===== src/rtl/result_streamer_pkg.sv =====
// Shared constants and types for the result streamer and its ping-pong buffer.
// Latency: n/a (declarations only).
// Backpressure: n/a.
package result_streamer_pkg;

  // Matrix dimension of the multiplier this drain stage normally sits behind.
  localparam int unsigned N_DEFAULT = 4;

  // Width of one result element.
  localparam int unsigned ELEM_W = 32;

  // Row/column index type for the default dimension.
  localparam int unsigned IDX_W = $clog2(N_DEFAULT);
  typedef logic [IDX_W-1:0] idx_t;

  // Elements per matrix, i.e. beats per drained slot.
  localparam int unsigned NUM_ELEM = N_DEFAULT * N_DEFAULT;

endpackage


===== src/rtl/result_pingpong_buf.sv =====
// Two-slot matrix store with full bits and write/read slot pointers.
// Latency: a write is visible on o_full/o_rd_mat the cycle after i_wr.
// Backpressure: none here; the parent decides when i_wr/i_free may fire.
//
// Ports:
//   i_clk, i_arst_n  clock, async active-low reset
//   i_wr, i_wr_mat   write strobe and matrix; writes slot wrSel, sets its full bit, toggles wrSel
//   i_free           clears full[rdSel] and toggles rdSel
//   o_full           full bit per slot
//   o_rd_sel         slot currently being drained
//   o_rd_mat         contents of slot rdSel
module result_pingpong_buf
  import result_streamer_pkg::*;
#(
  parameter int unsigned N = N_DEFAULT
) (
  input  logic                              i_clk,
  input  logic                              i_arst_n,
  input  logic                              i_wr,
  input  logic [N-1:0][N-1:0][ELEM_W-1:0]   i_wr_mat,
  input  logic                              i_free,
  output logic [1:0]                        o_full,
  output logic                              o_rd_sel,
  output logic [N-1:0][N-1:0][ELEM_W-1:0]   o_rd_mat
);

  logic [1:0][N-1:0][N-1:0][ELEM_W-1:0] slot_q, slot_d;
  logic [1:0]                           full_q, full_d;
  logic                                 wr_sel_q, wr_sel_d;
  logic                                 rd_sel_q, rd_sel_d;

  always_comb begin
    slot_d   = slot_q;
    full_d   = full_q;
    wr_sel_d = wr_sel_q;
    rd_sel_d = rd_sel_q;
    if (i_free) begin
      full_d[rd_sel_q] = 1'b0;
      rd_sel_d         = ~rd_sel_q;
    end
    // Write is applied after free: when both slots are full and the last beat
    // of rdSel retires in the same cycle, wrSel == rdSel and the slot must end
    // up full again with the new matrix.
    if (i_wr) begin
      slot_d[wr_sel_q] = i_wr_mat;
      full_d[wr_sel_q] = 1'b1;
      wr_sel_d         = ~wr_sel_q;
    end
  end

  always_ff @(posedge i_clk or negedge i_arst_n) begin
    if (!i_arst_n) begin
      slot_q   <= '0;
      full_q   <= '0;
      wr_sel_q <= 1'b0;
      rd_sel_q <= 1'b0;
    end else begin
      slot_q   <= slot_d;
      full_q   <= full_d;
      wr_sel_q <= wr_sel_d;
      rd_sel_q <= rd_sel_d;
    end
  end

  assign o_full   = full_q;
  assign o_rd_sel = rd_sel_q;
  assign o_rd_mat = slot_q[rd_sel_q];

endmodule


===== src/rtl/result_streamer.sv =====
// Captures NxN result matrices into a ping-pong buffer and streams them row-major.
// Latency: first element valid the cycle after the capture pulse; 1 element/cycle, no bubble between slots.
// Backpressure: valid/ready on the output; a result arriving with both slots full is dropped and flagged sticky.
//
// Ports:
//   i_clk, i_arst_n        clock, async active-low reset
//   i_c, i_validResult     result matrix and its one-cycle valid pulse
//   o_canAccept            at least one slot free (registered full bits only)
//   o_valid, i_ready       output handshake
//   o_data, o_row, o_col   current element and its position
//   o_last                 current element is (N-1,N-1)
//   o_overflow             sticky: a result was dropped since reset
module result_streamer
  import result_streamer_pkg::*;
#(
  parameter int unsigned N = N_DEFAULT
) (
  input  logic                              i_clk,
  input  logic                              i_arst_n,
  input  logic [N-1:0][N-1:0][ELEM_W-1:0]   i_c,
  input  logic                              i_validResult,
  output logic                              o_canAccept,
  output logic                              o_valid,
  input  logic                              i_ready,
  output logic [ELEM_W-1:0]                 o_data,
  output logic [$clog2(N)-1:0]              o_row,
  output logic [$clog2(N)-1:0]              o_col,
  output logic                              o_last,
  output logic                              o_overflow
);

  localparam int unsigned    RW       = $clog2(N);
  localparam logic [RW-1:0]  LAST_IDX = RW'(N - 1);

  logic [1:0]                            full;
  logic                                  rd_sel;
  logic [N-1:0][N-1:0][ELEM_W-1:0]       rd_mat;

  // The element index is kept as a row/column pair so no divider is needed.
  logic [RW-1:0] row_q, row_d;
  logic [RW-1:0] col_q, col_d;
  logic          ovf_q, ovf_d;

  logic both_full;
  logic valid;
  logic at_last;
  logic fire;
  logic last_fire;
  logic accept;
  logic drop;

  assign both_full = &full;
  assign valid     = full[rd_sel];
  assign at_last   = (row_q == LAST_IDX) && (col_q == LAST_IDX);
  assign fire      = valid && i_ready;
  assign last_fire = fire && at_last;
  // A full buffer still accepts when the slot being drained retires this cycle.
  assign accept    = i_validResult && (!both_full || last_fire);
  assign drop      = i_validResult && !accept;

  result_pingpong_buf #(.N(N)) u_buf (
    .i_clk    (i_clk),
    .i_arst_n (i_arst_n),
    .i_wr     (accept),
    .i_wr_mat (i_c),
    .i_free   (last_fire),
    .o_full   (full),
    .o_rd_sel (rd_sel),
    .o_rd_mat (rd_mat)
  );

  always_comb begin
    row_d = row_q;
    col_d = col_q;
    ovf_d = ovf_q | drop;
    if (fire) begin
      if (col_q == LAST_IDX) begin
        col_d = '0;
        row_d = at_last ? '0 : row_q + 1'b1;
      end else begin
        col_d = col_q + 1'b1;
      end
    end
  end

  always_ff @(posedge i_clk or negedge i_arst_n) begin
    if (!i_arst_n) begin
      row_q <= '0;
      col_q <= '0;
      ovf_q <= 1'b0;
    end else begin
      row_q <= row_d;
      col_q <= col_d;
      ovf_q <= ovf_d;
    end
  end

  assign o_canAccept = !both_full;
  assign o_valid     = valid;
  assign o_data      = rd_mat[row_q][col_q];
  assign o_row       = row_q;
  assign o_col       = col_q;
  assign o_last      = valid && at_last;
  assign o_overflow  = ovf_q;

endmodule


===== config.mk =====
export PLATFORM = sky130hd
export DESIGN_NAME = result_streamer
export DESIGN_NICKNAME = d
export VERILOG_FILES = /design/src/rtl/result_streamer_pkg.sv /design/src/rtl/result_pingpong_buf.sv /design/src/rtl/result_streamer.sv
export SDC_FILE = /design/constraint.sdc
export NUM_CORES = 1
export LEC_CHECK = 0
export CAP_MARGIN = 10
export CORE_MARGIN = 4
export CORE_UTILIZATION = 61
export DETAILED_ROUTE_END_ITERATION = 10
export GPL_ROUTABILITY_DRIVEN = 0
export PLACE_DENSITY_LB_ADDON = 0.12
export SLEW_MARGIN = 10
export SYNTH_ARGS = -nofsm -noshare
export SYNTH_HDL_FRONTEND = slang
export SYNTH_SLANG_ARGS = --single-unit

===== constraint.sdc =====
create_clock -name i_clk -period 4.3 [get_ports i_clk]
set_input_delay 0.645 -clock i_clk [delete_from_list [all_inputs] [get_ports i_clk]]
set_output_delay 0.645 -clock i_clk [all_outputs]
set_load 0.01 [all_outputs]

==> results.cfg, run 1 <==
[detailed_routing]
vias_per_cell = 5.91
antenna_left = 0
first_pass_iters = 6
wl_um = 150000
wl_per_cell_um = 24.5
remaining_drc_errors = 0
drt_iter0_drc = 3628
num_vias = 36100

[hold_path]
holdCritPathClass = reg -> reg

[power_and_ir_drop]
p_int_uw = 29000
switchingPower_uw = 17300
ir_drop_v = 0.000541
seq_power_share_pct = 37.2
p_leak_uw = 0.0274
clock_power_share_pct = 20.5
power_frac_comb_pct = 42.3
switching_share_pct = 37.4
power.density_mw_per_mm2 = 796

[final_layout]
final_cell_mix = 1,639 x nand2_1, 1,030 x dfrtp_1, 554 x clkdlybuf4s50_1
final_common_cell = nand2_1
synthToLayoutAreaGrowth_pct = 21.5
final_nets = 5471
finalInstanceArea_mm2 = 0.0581
drive_above_1_share_pct = 14.6

[worst_setup_path]
r2r_setup_slack_ns = 1.06
start_kind = register
end_kind = primary output
cp.arrival_ns = 3.56
criticalPathCategory = reg -> out
crit_path_max_fanout = 21
slowest_delay_ns = 0.76
crit_chain = and2_2 -> a22o_1 -> nor3_1 -> a31oi_1 -> nand3_1 -> clkdlybuf4s50_1
critPathSlowestCell = nor3_1
worst-endpoint-required_ns = 3.65

[sta]
drv_slew = 0
slew_headroom_pct = 31.8
fmax_mhz = 238
finClkSkew_ns = 0.0290
hold_slack_ns = 0.473
rsz0062_at_grt = no
setup_viol = 0
min_period_ns = 4.21
hold_violations = 0
fin_crit_sh_pct = 97.8
setup_slack_ns = 0.0934
worst_pin_slew_ns = 1.02

[synth]
syn_area_mm2 = 0.0478
postSynthAreaPerCell_um2 = 10.8
synth_area_leader_cell = dfrtp_1
yosys-top-cells-area = dfrtp_1 54%, nand2_1 13%, mux2i_1 11%, mux2_2 9.6%, mux2_1 2.6%
yosys_warnings = 0
ys_ff_latch = 1033
ys_seq_area_share_pct = 54.1
synth.net_count = 4957
ys_types = 31
syn-instance-count = 4439
synth_top_area_share_pct = 54.1

[floorplan]
die_area_mm2 = 0.0829
io_pins = 556
num_rows = 102
core_area_mm2 = 0.0776
die_h_um = 288
die_w_um = 288
initial_core_util_pct = 61.6

[global_routing]
grt_overflow = 0
grt_start_max_net_pins = 154
grt_pass1_wl_um = 222000
antenna_found_initial = 46
first_global_vias = 35800
grtUsageTotal_pct = 35.5

[clock_tree]
h-tree-depth = 3
cts_max_path_buffers = 3
clkTransAtPathRegs_ns = 0.06
cts.sinks = 1033
ctsRootBufferMaster = clkbuf_16
cts_buffers = 106
cts_tree = built
clkLatencyLatePin_ns = 0.69

[job]
cap_viol_max_count = 0

[outcome]
status = finished clean

[placed_design]
dpl.hpwl_um = 103000
dpl_cell_area_mm2 = 0.0542
dp_worst_setup_slack_ns = -0.0840
io_buffers = 555
## logic make-up (layout without fill, tap and decap cells)
kind of cell	count (synthesis)	in the layout	synth area share [%]
AOI/OAI and AO/OA	294	294	4.22
xor gates and xnor gates	1	1	0.0183
adders and majority gates	2	2	0.0523
buffers and inverters	297	892	4.36
DFF	1033	1033	54.1
muxes	1027	1027	22.8
other	0	43	0
and+or+nand+nor	1785	1786	14.4
## layout make-up
cell class | count | area [um^2]
Antenna cell | 43 | 108
Fill cell | 5433 | 19500
Multi-Input combinational cell | 3110 | 20000
Clock inverter | 33 | 453
Clock buffer | 157 | 3130
Inverter | 1 | 3.75
Timing Repair Buffer | 701 | 7270
Sequential cell | 1033 | 25900
Tap cell | 1040 | 1300
## path summary, 6_finish.rpt
kind,depth (start not counted),startpoint,to
max in group asynchronous,4,i_arst_n,u_buf.slot_q[117]
worst max-delay path,6,u_buf.o_rd_sel,o_data[16]
min in group asynchronous,2,i_arst_n,u_buf.slot_q[942]
worst min register to register,2,u_buf.slot_q[136],u_buf.slot_q[136]
worst max register to register,9,o_row[0],u_buf.slot_q[986]
worst min-delay path,2,u_buf.slot_q[136],u_buf.slot_q[136]
## through the flow
| stage | utilization, % | std cells | TNS [ns] | power [uW] |
|---|---|---|---|---|
| after global routing | 74.8 | 6108 | 0 | 48700 |
| after detailed placement | 69.8 | 5870 | -0.0840 | 36200 |
| final | 74.9 | 6118 | 0 | 46200 |
| after floorplan | - | 4439 | 0 | 29200 |
| after CTS | 74.6 | 6069 | 0 | 46000 |
| after global placement | 69.8 | 5870 | -0.0215 | 35500 |
## registers in the layout, indices dropped and copies added, names as in the netlist
register and count:
o_row 2, u_buf.wr_sel_q 1, o_col 2, o_overflow 1, u_buf.o_rd_sel 1, u_buf.slot_q 1024, u_buf.o_full 2
## repair_timing
action                                  in CTS  in global routing
buffers inserted                             6                  6
endpoints found under the setup margin       8                  9
gates resized for setup                      8                  2
hold buffers                                 1                  0
endpoints found under the hold margin       30                  0
gates cloned                                 2                  0
pin swaps                                    2                  0
## critical path: cells and delay by family, from the launching register on
kind	cells	cell delay, ns
compound gates	2	0.36
flops	1	0.53
buf+inv	1	0.62
simple gates	3	1.37
## layer usage
metal | track usage, % | up-vias | part of all wire (%)
met3 | 8.65 | 339 | 8.5
met2 | 52.5 | 1539 | 45
met5 | 0 | - | 0.031
met4 | 19.7 | 8 | 6.0
li1 | - | 16000 | -
met1 | 48.4 | 18200 | 40
## synth_stat cells
cell type,n
and2_1,1
a31oi_1,32
nor3_1,34
nor2_1,2
xor2_1,1
mux2i_1,512
buf_2,117
nand3_1,98
buf_6,87
or2_2,1
nor2_2,1
o21ai_4,1
mux2_2,406
ha_1,2
o21bai_1,1
buf_1,7
a21o_1,3
mux2_1,109
nor2b_1,3
inv_1,1
clkbuf_1,39
buf_4,46
dfrtp_1,1033
a21oi_1,96
a22o_1,64
nand2b_1,3
o31ai_1,1
nor2_8,1
a22oi_1,96
nand2_1,1640
and3_1,1
## power by group through the flow
stage	combinational [uW]	sequential [uW]	clock, uW
2_1_floorplan	12900	16300	0
3_3_place_gp	18500	17100	0
3_5_place_dp	18900	17200	0
4_1_cts	19300	17100	9550
5_1_grt	21100	17700	9970
6_report	19500	17200	9490
Power figures use the tool's default switching activity.
==> run 2, diff against run 1 <==
--- a/config.mk
+++ b/config.mk
@@ -11,7 +11,6 @@
 export DETAILED_ROUTE_END_ITERATION = 10
 export GPL_ROUTABILITY_DRIVEN = 0
 export PLACE_DENSITY_LB_ADDON = 0.12
-export SLEW_MARGIN = 10
 export SYNTH_ARGS = -nofsm -noshare
 export SYNTH_HDL_FRONTEND = slang
 export SYNTH_SLANG_ARGS = --single-unit
==> results of run 2 <==
Same layout as run 1: the final DEF is identical, and so are final timing and power.
